### src/rtl/rf_bypass.sv
// Operand register file for the bitwise logic unit: 2**SELW x N flops, two
// combinational read ports with same-cycle write bypass, one synchronous write port.
module rf_bypass #(
   parameter int N    = 16,
   parameter int SELW = 3
) (
   input  logic            clk,
   input  logic            rst,
   input  logic [SELW-1:0] read1RegSel,
   input  logic [SELW-1:0] read2RegSel,
   input  logic [SELW-1:0] writeRegSel,
   input  logic [N-1:0]    writeData,
   input  logic            writeEn,
   output logic [N-1:0]    read1Data,
   output logic [N-1:0]    read2Data,
   output logic            err
);

   localparam int DEPTH = 2 ** SELW;

   logic [N-1:0] regs_q [DEPTH];
   logic [N-1:0] regs_d [DEPTH];
   logic         err_q;
   logic         err_d;
   logic         err_set;

`ifdef SYNTHESIS
   assign err_set = 1'b0;
`else
   // Unknown write controls or data poison the file; only observable in 4-state simulation.
   assign err_set = $isunknown({writeEn, writeRegSel, writeData});
`endif

   always_comb begin
      for (int i = 0; i < DEPTH; i++) begin
         regs_d[i] = regs_q[i];
         if (writeEn && (writeRegSel == SELW'(i))) begin
            regs_d[i] = writeData;
         end
      end
      err_d = err_q | err_set;
   end

   always_ff @(posedge clk) begin
      if (rst) begin
         for (int i = 0; i < DEPTH; i++) begin
            regs_q[i] <= '0;
         end
         err_q <= 1'b0;
      end else begin
         for (int i = 0; i < DEPTH; i++) begin
            regs_q[i] <= regs_d[i];
         end
         err_q <= err_d;
      end
   end

   // Bypass forwards the pending write so the stored value after the edge matches what was read before it.
   always_comb begin
      read1Data = '0;
      read2Data = '0;
      if (!rst) begin
         if (writeEn && (writeRegSel == read1RegSel)) begin
            read1Data = writeData;
         end else begin
            read1Data = regs_q[read1RegSel];
         end
         if (writeEn && (writeRegSel == read2RegSel)) begin
            read2Data = writeData;
         end else begin
            read2Data = regs_q[read2RegSel];
         end
      end
   end

   assign err = err_q;

endmodule
### config.mk
export PLATFORM = sky130hd
export DESIGN_NAME = rf_bypass
export DESIGN_NICKNAME = d
export VERILOG_FILES = /design/src/rtl/rf_bypass.sv
export SDC_FILE = /design/constraint.sdc
export NUM_CORES = 1
export LEC_CHECK = 0
export CORE_UTILIZATION = 30
export CTS_CLUSTER_DIAMETER = 120
export CTS_CLUSTER_SIZE = 28
export DETAILED_ROUTE_END_ITERATION = 10
export PLACE_DENSITY = 0.47
export RECOVER_POWER = 100
export SYNTH_ARGS = -nofsm -noshare
export SYNTH_HDL_FRONTEND = slang
export SYNTH_SLANG_ARGS = --single-unit
### constraint.sdc
create_clock -name clk -period 1.57 [get_ports clk]
set_input_delay 0.157 -clock clk [delete_from_list [all_inputs] [get_ports clk]]
set_output_delay 0.157 -clock clk [all_outputs]
set_load 0.05 [all_outputs]
==> metrics.csv, run 1 <==
stage,metric,value,unit
sta,Final Critical Period,2.05,ns
clock_network,CTS hold repair buffers,0,
yosys,Post-synth top flop,edfxtp_1,
sta,RSZ-0062 raised after global routing,true,
final_layout,Diodes inserted,0,
yosys,post-synth cell types,25,
worst_setup_path,critical path arrival,1.90,ns
sta,maximum clock rate,487,MHz
clock_network,clk slew on worst S/H paths,0.06,ns
floorplanning,Starting Density,30.8,%
clock_network,clock root cell,clkbuf_16,
place,GP Congestion,0.766,
sta,Slew @ Worst Pin,0.620,ns
run,count of maximum capacitance violations,0,
routing,Routed Wire Length,22400,microns
routing,Residual DRC,0,
power_and_ir_drop,VDD IR max,0.000852,V
yosys,Post-Syn Nets,584,
floorplanning,chip width,155,microns
routing,Met2 Wirelength,11300,microns
yosys,largest area contributor in the netlist,edfxtp_1,
final_layout,Area Overhead vs Synth,43.6,%
floorplanning,die area,24000,sq um
routing,Avg WL per Cell,22.2,microns
min_path,Min-Delay Path Class,in -> reg,
routing,final antenna-violating net count,0,
global_route,gr usage total,19.8,%
floorplanning,Core Box Area,22800,sq um
clock_network,clock buffer depth,2,
global_route,first-pass GRT wire length,34100,microns
sta,fin worst setup slack,-0.484,ns
routing,drt pass-1 iters,5,
yosys,top cell type's share of synthesized area,54.7,%
sta,"Hold Vio Cnt, Final",0,
final_layout,fraction of layout cells with a size suffix above 1,41.3,%
worst_setup_path,crit start category,flop,
global_route,largest net degree at the start of global routing,35,
place,Port Buffers,59,
final_layout,NumNets Final,713,
routing,DRT iter0 DRCs,246,
sta,Rel. slew slack,58.7,%
worst_setup_path,worst-path fanout max,2,
worst_setup_path,worst path required time,1.41,ns
routing,Via density,5.20,
global_route,vias in the first global route,5611,
worst_setup_path,CP endpoint kind,output pin,
clock_network,CTS tree,done,
yosys,cell with the most instances after synthesis,nor2_1,
yosys,Syn Inst Count,556,
floorplanning,Boundary Pins,61,
yosys,most instantiated cells after synthesis,"130 x nor2_1, 128 x edfxtp_1, 62 x mux2i_1",
routing,routed length on met3,865,microns
sta,final max-slew violation count,0,
routing,top sig layer,met4,
final_layout,max reg flops,128,
outcome,violated checks,setup timing,
final_layout,largest registers,regs_q: 128 flops,
sta,period utilization,131,%
routing,vias post-DR,5247,
sta,Fin Hold WS,0.646,ns
power_and_ir_drop,Tot Pwr,10.3,mW
clock_network,H-tree depth,4,
global_route,grt ovf,0,
yosys,mapped cell area,7020,sq um
power_and_ir_drop,Leakage,3.73,nW
yosys,register area share after synthesis,54.7,%
global_route,antenna violations before repair,0,
floorplanning,Die Ht,155,microns
place,hpwl dp,15300,microns
clock_network,CTS Buf Count,17,
floorplanning,row cnt,55,
yosys,ys async rst share,0,%
clock_network,clk sink count,128,
yosys,synth top area cells,"edfxtp_1 55%, mux2i_1 8.8%, nor2_1 6.9%",
yosys,Post-Syn Area per Cell,12.6,sq um
final_layout,largest reg by FF count,regs_q,
yosys,Yosys reg bits,128,
power_and_ir_drop,PD cells,1020,nW/um^2
worst_setup_path,Setup CP Type,reg -> out,
routing,Routed met1 length,9740,microns
outcome,run status,finished with violations,
sta,Final setup viols,32,
yosys,Synth warnings,0,
yosys,Post-synth EDFFs,128,
## worst paths after layout
kind / start / end / slack (ns) / depth (start not counted)
worst max-delay path: regs_q[7][1]$_DFFE_PP_ / read2Data[1] / -0.48 / 5
worst min-delay path: writeData[15] / regs_q[0][15]$_SDFFCE_PN0P_ / 0.65 / 3
## final cells by class
| cell class | count | area [sq um] |
|---|---|---|
| tap | 313 | 392 |
| fill | 2083 | 12700 |
| clock buffer | 18 | 429 |
| timing repair buffer | 157 | 1670 |
| clock inverter | 13 | 123 |
| multi-input combinational | 364 | 3560 |
| inverter | 17 | 63.8 |
| sequential | 128 | 3840 |
## critical path, cell delays in order, from the launching register on
cell,delay [ns]
edfxtp_1,0.41
mux4_2,0.50
a211oi_2,0.23
buf_4,0.16
nor3_4,0.04
buf_12,0.15
## through the flow
| step | worst slack (ns) | cell area (sq um) | cells | TNS [ns] | util, % |
|---|---|---|---|---|---|
| detailed placement | -0.817 | 9180 | 974 | -82.97 | 40.3 |
| floorplan | -0.0859 | 7550 | 556 | -0.675 | - |
| global placement | -0.819 | 9180 | 974 | -79.98 | 40.3 |
| global route | -0.554 | 10100 | 1010 | -17.44 | 44.3 |
| CTS | -0.538 | 10200 | 1010 | -14.39 | 44.8 |
| finish | -0.484 | 10100 | 1010 | -13.71 | 44.3 |
## cell usage in the layout (no fill, tap or decap), types with 3 or more instances in the layout
cell             instances
xnor2_2                  5
dlygate4sd3_1            3
buf_2                    3
buf_6                   33
buf_4                   51
o22ai_2                 19
clkbuf_4                 5
clkinv_2                 7
edfxtp_1               128
nand3_1                  4
mux4_2                  34
o22ai_1                 11
nand2b_1                20
inv_1                   17
mux2i_1                 60
nor3_4                  29
buf_12                  23
clkbuf_16               17
clkbuf_1                 6
clkbuf_2                 9
dlygate4sd2_1            6
nand2b_2                 3
nor2_1                 130
a211oi_4                14
clkdlybuf4s50_1         13
a211oi_2                18
## layer usage
metal | vias up | track usage, %
li1 | 2347 | -
met1 | 2724 | 25.3
met2 | 139 | 34.0
met3 | 37 | 2.76
met4 | 0 | 7.64
met5 | - | 0
## report_power, final
| part | switching [mW] | internal (mW) |
|---|---|---|
| clock | 1.41 | 2.30 |
| sequential | 0.126 | 4.03 |
| combinational | 1.30 | 1.09 |
## what timing repair did
action / CTS / global route
hold endpoints to repair: 0 / 0
pin swaps: 44 / 4
gates resized for setup: 115 / 1
gates cloned: 3 / 0
setup buffers: 3 / 0
endpoints found under the setup margin: 32 / 32
## logic make-up (layout without fill, tap and decap cells)
family / after synthesis / in the layout / synth area share (%)
other cells: 1 / 1 / 0.0534
xor+xnor: 6 / 6 / 0.748
flops: 128 / 128 / 54.7
mux: 96 / 96 / 20.6
buf+inv: 64 / 205 / 5.13
compound gates: 64 / 64 / 6.38
simple gates: 197 / 197 / 12.3
Power figures use the tool's default switching activity.
==> run 2: changes to the inputs <==
CORE_MARGIN = 1.5   (was unset)
SLEW_MARGIN = 30   (was unset)
==> run 2 against run 1 <==
Against the previous run:
- the flow still finishes with violations (setup timing)
- clock power increased by 23%
- fmax fell by 1.7%
- non-clock buffer count increased by 4
- largest cell class unchanged
- worst setup slack worse by 0.036 ns
- first-iteration DRC count rose by 29%
- flip-flop and latch count unchanged
==> metrics.csv, run 2 (same netlist as run 1, synthesis figures left out) <==
stage,metric,value,unit
outcome,run status,finished with violations,
outcome,violated checks,setup timing,
final_layout,fraction of layout cells with a size suffix above 1,41.9,%
sta,"Hold Vio Cnt, Final",0,
floorplanning,chip width,156,microns
sta,fin worst setup slack,-0.520,ns
routing,Routed Wire Length,22700,microns
clock_network,clk sink count,128,
sta,Slew @ Worst Pin,0.586,ns
place,DP Worst Slack,-0.795,ns
final_layout,Util after Layout,45.3,%
routing,Via density,5.12,
final_layout,max reg flops,128,
place,placed cells,973,
sta,Final Critical Period,2.09,ns
routing,Residual DRC,0,
sta,Final setup viols,63,
power_and_ir_drop,Leakage,3.80,nW
run,count of maximum capacitance violations,0,
sta,RSZ-0062 raised after global routing,true,
clock_network,CTS tree,done,
clock_network,H-tree depth,4,
clock_network,clk slew on worst S/H paths,0.06,ns
routing,final antenna-violating net count,0,
final_layout,Non-Filler Instances,1015,
final_layout,final instance area,10300,sq um
clock_network,CTS hold repair buffers,0,
worst_setup_path,Setup CP Type,reg -> out,
place,placed instance area,9200,sq um
floorplanning,Boundary Pins,61,
final_layout,largest registers,regs_q: 128 flops,
floorplanning,Starting Density,30.8,%
sta,period utilization,133,%
worst_setup_path,worst path required time,1.41,ns
routing,vias post-DR,5198,
final_layout,Area Overhead vs Synth,46.9,%
routing,drt pass-1 iters,5,
routing,Avg WL per Cell,22.4,microns
sta,final max-slew violation count,0,
clock_network,CTS Buf Count,17,
final_layout,"most common cell after layout, fill and taps aside",nor2_1,
global_route,largest net degree at the start of global routing,39,
sta,setup tns final,-14.57,ns
place,hpwl dp,14900,microns
final_layout,largest reg by FF count,regs_q,
sta,Fin Hold WS,0.602,ns
sta,maximum clock rate,478,MHz
final_layout,final-layout fill cell count,2071,
routing,DRT iter0 DRCs,317,
clock_network,clock buffer depth,2,
worst_setup_path,crit start category,flop,
global_route,gr usage total,19.6,%
final_layout,Diodes inserted,0,
floorplanning,Core Box Area,22800,sq um
final_layout,"commonest cells after routing, fill and taps aside","129 x nor2_1, 128 x edfxtp_1, 63 x buf_4",
power_and_ir_drop,Tot Pwr,11.2,mW
global_route,vias in the first global route,5504,
power_and_ir_drop,VDD IR max,0.000798,V
power_and_ir_drop,PD cells,1080,nW/um^2
final_layout,NumNets Final,717,
sta,Rel. slew slack,61.0,%
worst_setup_path,CP endpoint kind,output pin,
clock_network,clock root cell,clkbuf_16,
place,Port Buffers,59,
worst_setup_path,worst-path fanout max,2,
place,GP Congestion,0.742,
min_path,Min-Delay Path Class,in -> reg,
floorplanning,row cnt,55,
floorplanning,die area,24300,sq um
global_route,first-pass GRT wire length,34100,microns
worst_setup_path,critical path arrival,1.93,ns
global_route,grt ovf,0,
floorplanning,Die Ht,156,microns
global_route,antenna violations before repair,0,
## run 2: report_power, final
group | switching, mW | leakage (nW) | internal (mW) | total, mW
logic | 1.32 | 2.24 | 1.12 | 2.44
clock network | 1.56 | 0.319 | 3.00 | 4.56
registers | 0.124 | 1.24 | 4.03 | 4.15
## run 2: worst max-delay path, stage by stage, from the launching register on
cell	delay, ns
edfxtp_1	0.40
mux4_2	0.49
a211oi_2	0.24
buf_4	0.16
nor3_4	0.04
buf_12	0.17
## run 2: cell type report
type                            count  area, sq um  share of cell area [%]
Clock buffer                       17          425                    4.12
Tap cell                          313          392                    3.80
Inverter                           17         63.8                   0.619
Timing Repair Buffer              161         1790                    17.4
Multi-Input combinational cell    364         3540                    34.3
Clock inverter                     15          256                    2.49
Sequential cell                   128         3840                    37.3
## run 2: worst paths after layout
check                                from                 endpoint  slack (ns)  depth (start not counted)
setup / recovery  regs_q[7][15]$_DFFE_PP_            read2Data[15]       -0.52                          5
hold / removal                        rst  regs_q[6][10]$_DFFE_PP_        0.60                          3
## run 2: repair_timing
item	CTS	global route
buffers inserted	5	1
pin swaps	44	3
gates resized for setup	107	3
cloned	3	1
setup endpoints to repair	32	42
## run 2: routing by layer
layer,global-route usage (%),wire [microns],vias to the layer above
met5,0,0,-
met4,5.67,347,0
met3,3.81,969,24
met2,33.7,11500,138
met1,25.0,9870,2668
li1,-,-,2368
